===== src/rtl/core_pkg.sv =====
`default_nettype none
// +----------------------------------------------------------------------+
// | core_pkg                                                             |
// | Shared funct3 encodings and memory-stage FSM states.                 |
// | Revision: 1.0                                                        |
// +----------------------------------------------------------------------+
package core_pkg;

    localparam logic [2:0] F3_B  = 3'b000;
    localparam logic [2:0] F3_H  = 3'b001;
    localparam logic [2:0] F3_W  = 3'b010;
    localparam logic [2:0] F3_BU = 3'b100;
    localparam logic [2:0] F3_HU = 3'b101;

    typedef enum logic [1:0] {
        MEM_IDLE = 2'd0,
        MEM_REQ  = 2'd1,
        MEM_WAIT = 2'd2
    } mem_state_t;

    // Encodings with no defined access size.
    function automatic logic f3_illegal(input logic [2:0] f3);
        return (f3 == 3'b011) || (f3 == 3'b110) || (f3 == 3'b111);
    endfunction

endpackage
`default_nettype wire


===== src/rtl/ld_fmt.sv =====
`default_nettype none
// +----------------------------------------------------------------------+
// | ld_fmt                                                               |
// | Load lane selection with sign or zero extension.                     |
// | Revision: 1.0                                                        |
// +----------------------------------------------------------------------+
module ld_fmt
    import core_pkg::*;
#(
    parameter int XLEN = 32
) (
    input  logic [2:0]      i_funct3,
    input  logic [1:0]      i_addr,
    input  logic [XLEN-1:0] i_rdata,
    output logic [XLEN-1:0] o_data
);

    logic [7:0]  w_byte;
    logic [15:0] w_half;

    always_comb begin
        w_byte = i_rdata[7:0];
        case (i_addr)
            2'd1:    w_byte = i_rdata[15:8];
            2'd2:    w_byte = i_rdata[23:16];
            2'd3:    w_byte = i_rdata[31:24];
            default: w_byte = i_rdata[7:0];
        endcase
        w_half = i_addr[1] ? i_rdata[31:16] : i_rdata[15:0];
    end

    always_comb begin
        o_data = i_rdata;
        case (i_funct3)
            F3_B:    o_data = {{(XLEN-8){w_byte[7]}}, w_byte};
            F3_BU:   o_data = {{(XLEN-8){1'b0}}, w_byte};
            F3_H:    o_data = {{(XLEN-16){w_half[15]}}, w_half};
            F3_HU:   o_data = {{(XLEN-16){1'b0}}, w_half};
            default: o_data = i_rdata;
        endcase
    end

endmodule
`default_nettype wire


===== src/rtl/mem_stage.sv =====
`default_nettype none
// +----------------------------------------------------------------------+
// | mem_stage                                                            |
// | M pipeline stage: data-bus load/store, load formatting, WB register. |
// | Revision: 1.0                                                        |
// +----------------------------------------------------------------------+
module mem_stage
    import core_pkg::*;
#(
    parameter int XLEN = 32
) (
    input  logic            i_clk,
    input  logic            i_rst_n,
    input  logic            i_valid_e,
    input  logic [XLEN-1:0] i_alu_res_e,
    input  logic [XLEN-1:0] i_wdata_e,
    input  logic [4:0]      i_rdidx_e,
    input  logic            i_rdwen_e,
    input  logic            i_ld_e,
    input  logic            i_st_e,
    input  logic [2:0]      i_funct3_e,
    output logic [4:0]      o_rdidx_mem,
    output logic            o_rdwen_mem,
    output logic            o_ld_mem,
    output logic [XLEN-1:0] o_fwd_data_mem,
    output logic            o_stall_mem,
    output logic            o_dbus_req,
    output logic            o_dbus_we,
    output logic [XLEN-1:0] o_dbus_addr,
    output logic [XLEN-1:0] o_dbus_wdata,
    output logic [3:0]      o_dbus_be,
    input  logic            i_dbus_gnt,
    input  logic            i_dbus_rvalid,
    input  logic [XLEN-1:0] i_dbus_rdata,
    output logic            o_valid_wb,
    output logic [4:0]      o_rdidx_wb,
    output logic            o_rdwen_wb,
    output logic [XLEN-1:0] o_wbdata_wb,
    output logic            o_misalign
);

    logic            r_m_valid;
    logic [XLEN-1:0] r_m_alu;
    logic [XLEN-1:0] r_m_wdata;
    logic [4:0]      r_m_rdidx;
    logic            r_m_rdwen;
    logic            r_m_ld;
    logic            r_m_st;
    logic [2:0]      r_m_funct3;

    logic            r_valid_wb;
    logic [4:0]      r_rdidx_wb;
    logic            r_rdwen_wb;
    logic [XLEN-1:0] r_wbdata_wb;

    mem_state_t      r_state;
    mem_state_t      w_state_nxt;

    logic [1:0]      w_a;
    logic            w_mem_op;
    logic            w_misalign;
    logic            w_issue;
    logic            w_done;
    logic            w_req;
    logic [3:0]      w_be;
    logic [XLEN-1:0] w_st_data;
    logic [XLEN-1:0] w_ld_data;

    assign w_a      = r_m_alu[1:0];
    assign w_mem_op = r_m_valid & (r_m_ld | r_m_st);

    always_comb begin
        w_misalign = f3_illegal(r_m_funct3);
        case (r_m_funct3[1:0])
            2'b01:   if (w_a[0])        w_misalign = 1'b1;
            2'b10:   if (w_a != 2'b00)  w_misalign = 1'b1;
            default: ;
        endcase
    end

    assign w_issue     = w_mem_op & ~w_misalign;
    assign w_done      = (r_state == MEM_WAIT) & i_dbus_rvalid;
    // Dropping stall in the response cycle lets the next instruction enter M on the same edge.
    assign o_stall_mem = w_issue & ~w_done;
    assign o_misalign  = w_mem_op & w_misalign;

    always_comb begin
        w_state_nxt = r_state;
        w_req       = 1'b0;
        case (r_state)
            MEM_IDLE: begin
                if (w_issue) begin
                    w_req       = 1'b1;
                    w_state_nxt = i_dbus_gnt ? MEM_WAIT : MEM_REQ;
                end
            end
            MEM_REQ: begin
                w_req = 1'b1;
                if (i_dbus_gnt) w_state_nxt = MEM_WAIT;
            end
            MEM_WAIT: begin
                if (i_dbus_rvalid) w_state_nxt = MEM_IDLE;
            end
            default: w_state_nxt = MEM_IDLE;
        endcase
    end

    always_comb begin
        w_be      = 4'b1111;
        w_st_data = r_m_wdata;
        case (r_m_funct3[1:0])
            2'b00: begin
                w_be      = 4'b0001 << w_a;
                w_st_data = {4{r_m_wdata[7:0]}};
            end
            2'b01: begin
                w_be      = 4'b0011 << {w_a[1], 1'b0};
                w_st_data = {2{r_m_wdata[15:0]}};
            end
            default: ;
        endcase
    end

    // Bus fields come straight from the held M register, so they stay stable until grant.
    assign o_dbus_req   = w_req;
    assign o_dbus_we    = w_req & r_m_st;
    assign o_dbus_addr  = w_req ? {r_m_alu[XLEN-1:2], 2'b00} : '0;
    assign o_dbus_wdata = w_req ? w_st_data : '0;
    assign o_dbus_be    = w_req ? w_be : 4'b0000;

    ld_fmt #(
        .XLEN (XLEN)
    ) u_ld_fmt (
        .i_funct3 (r_m_funct3),
        .i_addr   (w_a),
        .i_rdata  (i_dbus_rdata),
        .o_data   (w_ld_data)
    );

    always_ff @(posedge i_clk or negedge i_rst_n) begin
        if (!i_rst_n) begin
            r_state <= MEM_IDLE;
        end else begin
            r_state <= w_state_nxt;
        end
    end

    always_ff @(posedge i_clk or negedge i_rst_n) begin
        if (!i_rst_n) begin
            r_m_valid  <= 1'b0;
            r_m_alu    <= '0;
            r_m_wdata  <= '0;
            r_m_rdidx  <= 5'd0;
            r_m_rdwen  <= 1'b0;
            r_m_ld     <= 1'b0;
            r_m_st     <= 1'b0;
            r_m_funct3 <= 3'd0;
        end else if (!o_stall_mem) begin
            r_m_valid  <= i_valid_e;
            r_m_alu    <= i_alu_res_e;
            r_m_wdata  <= i_wdata_e;
            r_m_rdidx  <= i_rdidx_e;
            r_m_rdwen  <= i_rdwen_e;
            r_m_ld     <= i_ld_e;
            r_m_st     <= i_st_e;
            r_m_funct3 <= i_funct3_e;
        end
    end

    always_ff @(posedge i_clk or negedge i_rst_n) begin
        if (!i_rst_n) begin
            r_valid_wb  <= 1'b0;
            r_rdidx_wb  <= 5'd0;
            r_rdwen_wb  <= 1'b0;
            r_wbdata_wb <= '0;
        end else if (o_stall_mem) begin
            r_valid_wb <= 1'b0;
            r_rdwen_wb <= 1'b0;
        end else begin
            r_valid_wb  <= r_m_valid;
            r_rdidx_wb  <= r_m_rdidx;
            r_rdwen_wb  <= r_m_valid & r_m_rdwen & ~o_misalign;
            r_wbdata_wb <= (r_m_ld & w_issue) ? w_ld_data : r_m_alu;
        end
    end

    assign o_rdidx_mem    = r_m_rdidx;
    assign o_rdwen_mem    = r_m_valid & r_m_rdwen;
    assign o_ld_mem       = r_m_valid & r_m_ld;
    assign o_fwd_data_mem = r_m_alu;

    assign o_valid_wb  = r_valid_wb;
    assign o_rdidx_wb  = r_rdidx_wb;
    assign o_rdwen_wb  = r_rdwen_wb;
    assign o_wbdata_wb = r_wbdata_wb;

endmodule
`default_nettype wire

===== config.mk =====
export PLATFORM = sky130hd
export DESIGN_NAME = mem_stage
export DESIGN_NICKNAME = d
export VERILOG_FILES = /design/src/rtl/core_pkg.sv /design/src/rtl/ld_fmt.sv /design/src/rtl/mem_stage.sv
export SDC_FILE = /design/constraint.sdc
export NUM_CORES = 1
export LEC_CHECK = 0
export BUFFER_PORTS_ARGS = -buffer_cell sky130_fd_sc_hd__buf_2
export CAP_MARGIN = 20
export CORE_MARGIN = 1.5
export CORE_UTILIZATION = 43
export DETAILED_ROUTE_END_ITERATION = 10
export PLACE_DENSITY = 0.77
export SETUP_SLACK_MARGIN = 0.15
export SLEW_MARGIN = 20
export SYNTH_ARGS = -nofsm -noshare
export SYNTH_HDL_FRONTEND = slang
export SYNTH_SLANG_ARGS = --single-unit

===== constraint.sdc =====
create_clock -name i_clk -period 2.35 [get_ports i_clk]
set_input_delay 0.235 -clock i_clk [delete_from_list [all_inputs] [get_ports i_clk]]
set_output_delay 0.235 -clock i_clk [all_outputs]
set_load 0.005 [all_outputs]

==> results.md <==
- Final Hold Viols: 0
- Top Ports: 262
- Worst setup margin: -298.9 ps
- Synth warnings: 0
- Root Driver: clkbuf_16
- Routed wire per std cell: 18.05 µm
- Crit path launch type: flop
- Synth-to-layout area growth: 50.99%
- DP HPWL: 13.49 mm
- Clock Skew: 8.443 ps
- Die area: 0.01448 mm²
- Max Cap Viol: 0
- Initial antenna violation count: 0
- Proportion of layout cells with a drive suffix above 1: 40.33%
- Static leakage: 4.703 nW
- Critical R2R Capture: o_wbdata_wb[4]
- Final core occ: 66.98%
- Fmax achieved: 377.5 MHz
- Clock sinks: 117
- Latest clock arrival within the worst-skew pair: 420 ps
- Routed WL: 21.76 mm
- Status: finished, violations left
- Min-delay src: i_alu_res_e[3]
- Pre-antenna DRT Iters: 8
- DRT iter0 DRCs: 645
- Worst hold path class: in -> reg
- Final Setup Violations: 68
- Relative slew margins: 58.07%
- CP endpoint: o_dbus_wdata[7]
- Final Cycle Share: 112.7%
- Flop and latch count out of synthesis: 117
- Vias: 6481
- Grt ovf: 0
- RSZ-0062 raised after global routing: true
- Crit Path Max Fanout: 8
- Initial Utilization: 44.36%
- Max-slew violations: 0
- Crit. Startpoint: r_m_funct3[0]
- Largest net degree at the start of global routing: 118
- DP Cell Count: 1138
- Worst reg-to-reg path cell count: 9
- Final #Nets: 1134
- WS Path Type: reg -> out
- Dpl ws: 58.71 ps
- Register area share after synthesis: 49.45%
- Most frequent cells in the layout: nand2_1 (301), buf_2 (233), dfrtp_1 (117)
- Failing checks: setup timing
- Reg2reg setup slack: 190 ps
- Top_reg_cell synth: dfrtp_1
- Number of synthesized flops with an enable pin: 0
- H-Tree Depth: 4
- Critical Path RT: 2120 ps
- Post-synth ARST share: 100.0%
- Total core area: 0.01335 mm²
- Critical path endpoint category: output port
- Die Ht: 120.3 µm
- Max Buffers Root-to-Sink: 2
- Fillers: 1083
- Slew at the pin with the worst max-slew slack: 629.0 ps
- Rows: 42
- Port bufs: 259
- Global Route Usage Sum: 29.17%
- FF-to-FF Start: r_m_funct3[0]
- Arrival @ worst endpoint: 2410 ps
- Synth Cell Area: 0.005921 mm²
- Num CTS Buffers: 17
- Avg Cell Area, Syn: 8.155 µm²
- Period minus WS final: 2649 ps
- Global-route wire length before repair: 32.25 mm
- Synth Instances: 726
- Diodes inserted: 0
- RePlAce Congestion: 0.9249
- Residual DRC: 0
- Netlist cell types: 41
- Power per cell area: 1891 mW/mm²
- Commonest non-fill, non-tap cell in the layout: nand2_1
- Max VDD drop: 0.8043 mV
- CTS clk-pin slew, worst paths: 50 ps
- Sequential cell area: 0.002928 mm²
- Via density: 5.378
- CTS tree: done
- Chip width: 120.3 µm
- Vias in the first global route: 5942
- Multi-input logic area: 0.002978 mm²
- Final ANT Viol Nets: 0
- Final instance count without filler cells: 1205
[cell families after synthesis]
kind of cell	share of synthesized area, %
mux	2.916
other cells	0.06334
flops	49.45
compound gates	15.15
fa+ha+maj	1.057
simple gates	27.05
buf+inv	4.311
[worst min-delay path by stage]
stage	end	slack [ps]	cells after the start
floorplan	o_fwd_data_mem[0]	-60	0
global placement	o_fwd_data_mem[7]	390	2
detailed placement	o_fwd_data_mem[7]	380	2
CTS	o_rdidx_mem[2]	1	3
global route	r_m_wdata[24]	8	3
finish	o_fwd_data_mem[3]	10	3
[worst max-delay path, stage by stage (launching register included)]
cell	delay, ps
dfrtp_1	400
inv_2	90
ha_4	200
a21o_1	190
a21oi_4	170
a21oi_2	70
or2_4	250
inv_4	90
buf_12	140
buf_12	140
and2_4	140
buf_6	90
[per-layer routing]
| layer | routed length, µm | track usage [%] | up-vias |
|---|---|---|---|
| li1 | - | - | 2958 |
| met4 | 824 | 12.79 | 0 |
| met5 | 0 | 0 | - |
| met1 | 8719 | 38.85 | 3058 |
| met3 | 1997 | 6.981 | 78 |
| met2 | 10210 | 45.50 | 387 |
[layout make-up]
type / instances / area share, %
Multi-Input combinational cell: 556 / 33.31
Sequential cell: 117 / 32.75
Timing Repair Buffer: 317 / 24.93
Clock buffer: 27 / 5.626
Tap cell: 176 / 2.463
Clock inverter: 4 / 0.5038
Inverter: 8 / 0.4199
[cells in the mapped netlist (2+ instances only)]
master	count	area [µm²]
nand2_1	303	1137
dfrtp_1	117	2928
and2_1	42	262.8
o21ai_0	40	200.2
a21oi_1	35	175.2
nor2_1	24	90.09
clkbuf_1	23	86.33
o21ai_1	21	105.1
buf_2	17	85.08
mux2i_1	15	150.1
o22ai_1	14	87.58
a21oi_2	10	87.58
a31oi_1	8	50.05
a221oi_1	7	61.31
and3_1	7	43.79
inv_1	6	22.52
ha_1	5	62.56
a21o_1	3	22.52
buf_6	3	33.78
buf_4	2	15.01
inv_2	2	7.510
mux2_2	2	22.52
nor3b_1	2	15.01
[stage by stage]
step	TNS [ps]	cell area, µm²	power, mW	hold WS [ps]
after global placement	0	7442	11.31	385.5
final	-16690	8940	16.90	11.73
after floorplan	0	5937	8.388	-60.59
after CTS	-14090	8553	15.74	1.029
after global routing	-23080	8940	17.97	8.055
after detailed placement	0	7442	11.47	383.5
[power by group]
group	internal, mW	switching (mW)
Clock	1.55	0.876
Combinational	4.99	5.44
Sequential	3.11	0.933
Total	9.65	7.25
[state kept, by name (all words and copies together), names as in the netlist]
signal          cells
o_rdwen_wb          1
o_rdidx_wb          5
r_m_funct3          3
r_m_st              1
o_valid_wb          1
o_rdidx_mem         5
r_m_valid           1
r_m_wdata          32
r_m_rdwen           1
r_m_ld              1
o_fwd_data_mem     32
r_state             2
o_wbdata_wb        32
[what timing repair did]
item                                    CTS  global route
gates cloned                              7             3
hold endpoints to repair                118             0
endpoints found under the setup margin   80           104
pin swaps                                12            16
gates resized for setup                  58            59
setup buffers                            10            14
hold buffers                              2             0
No activity file was read; power rests on OpenSTA's default activity.
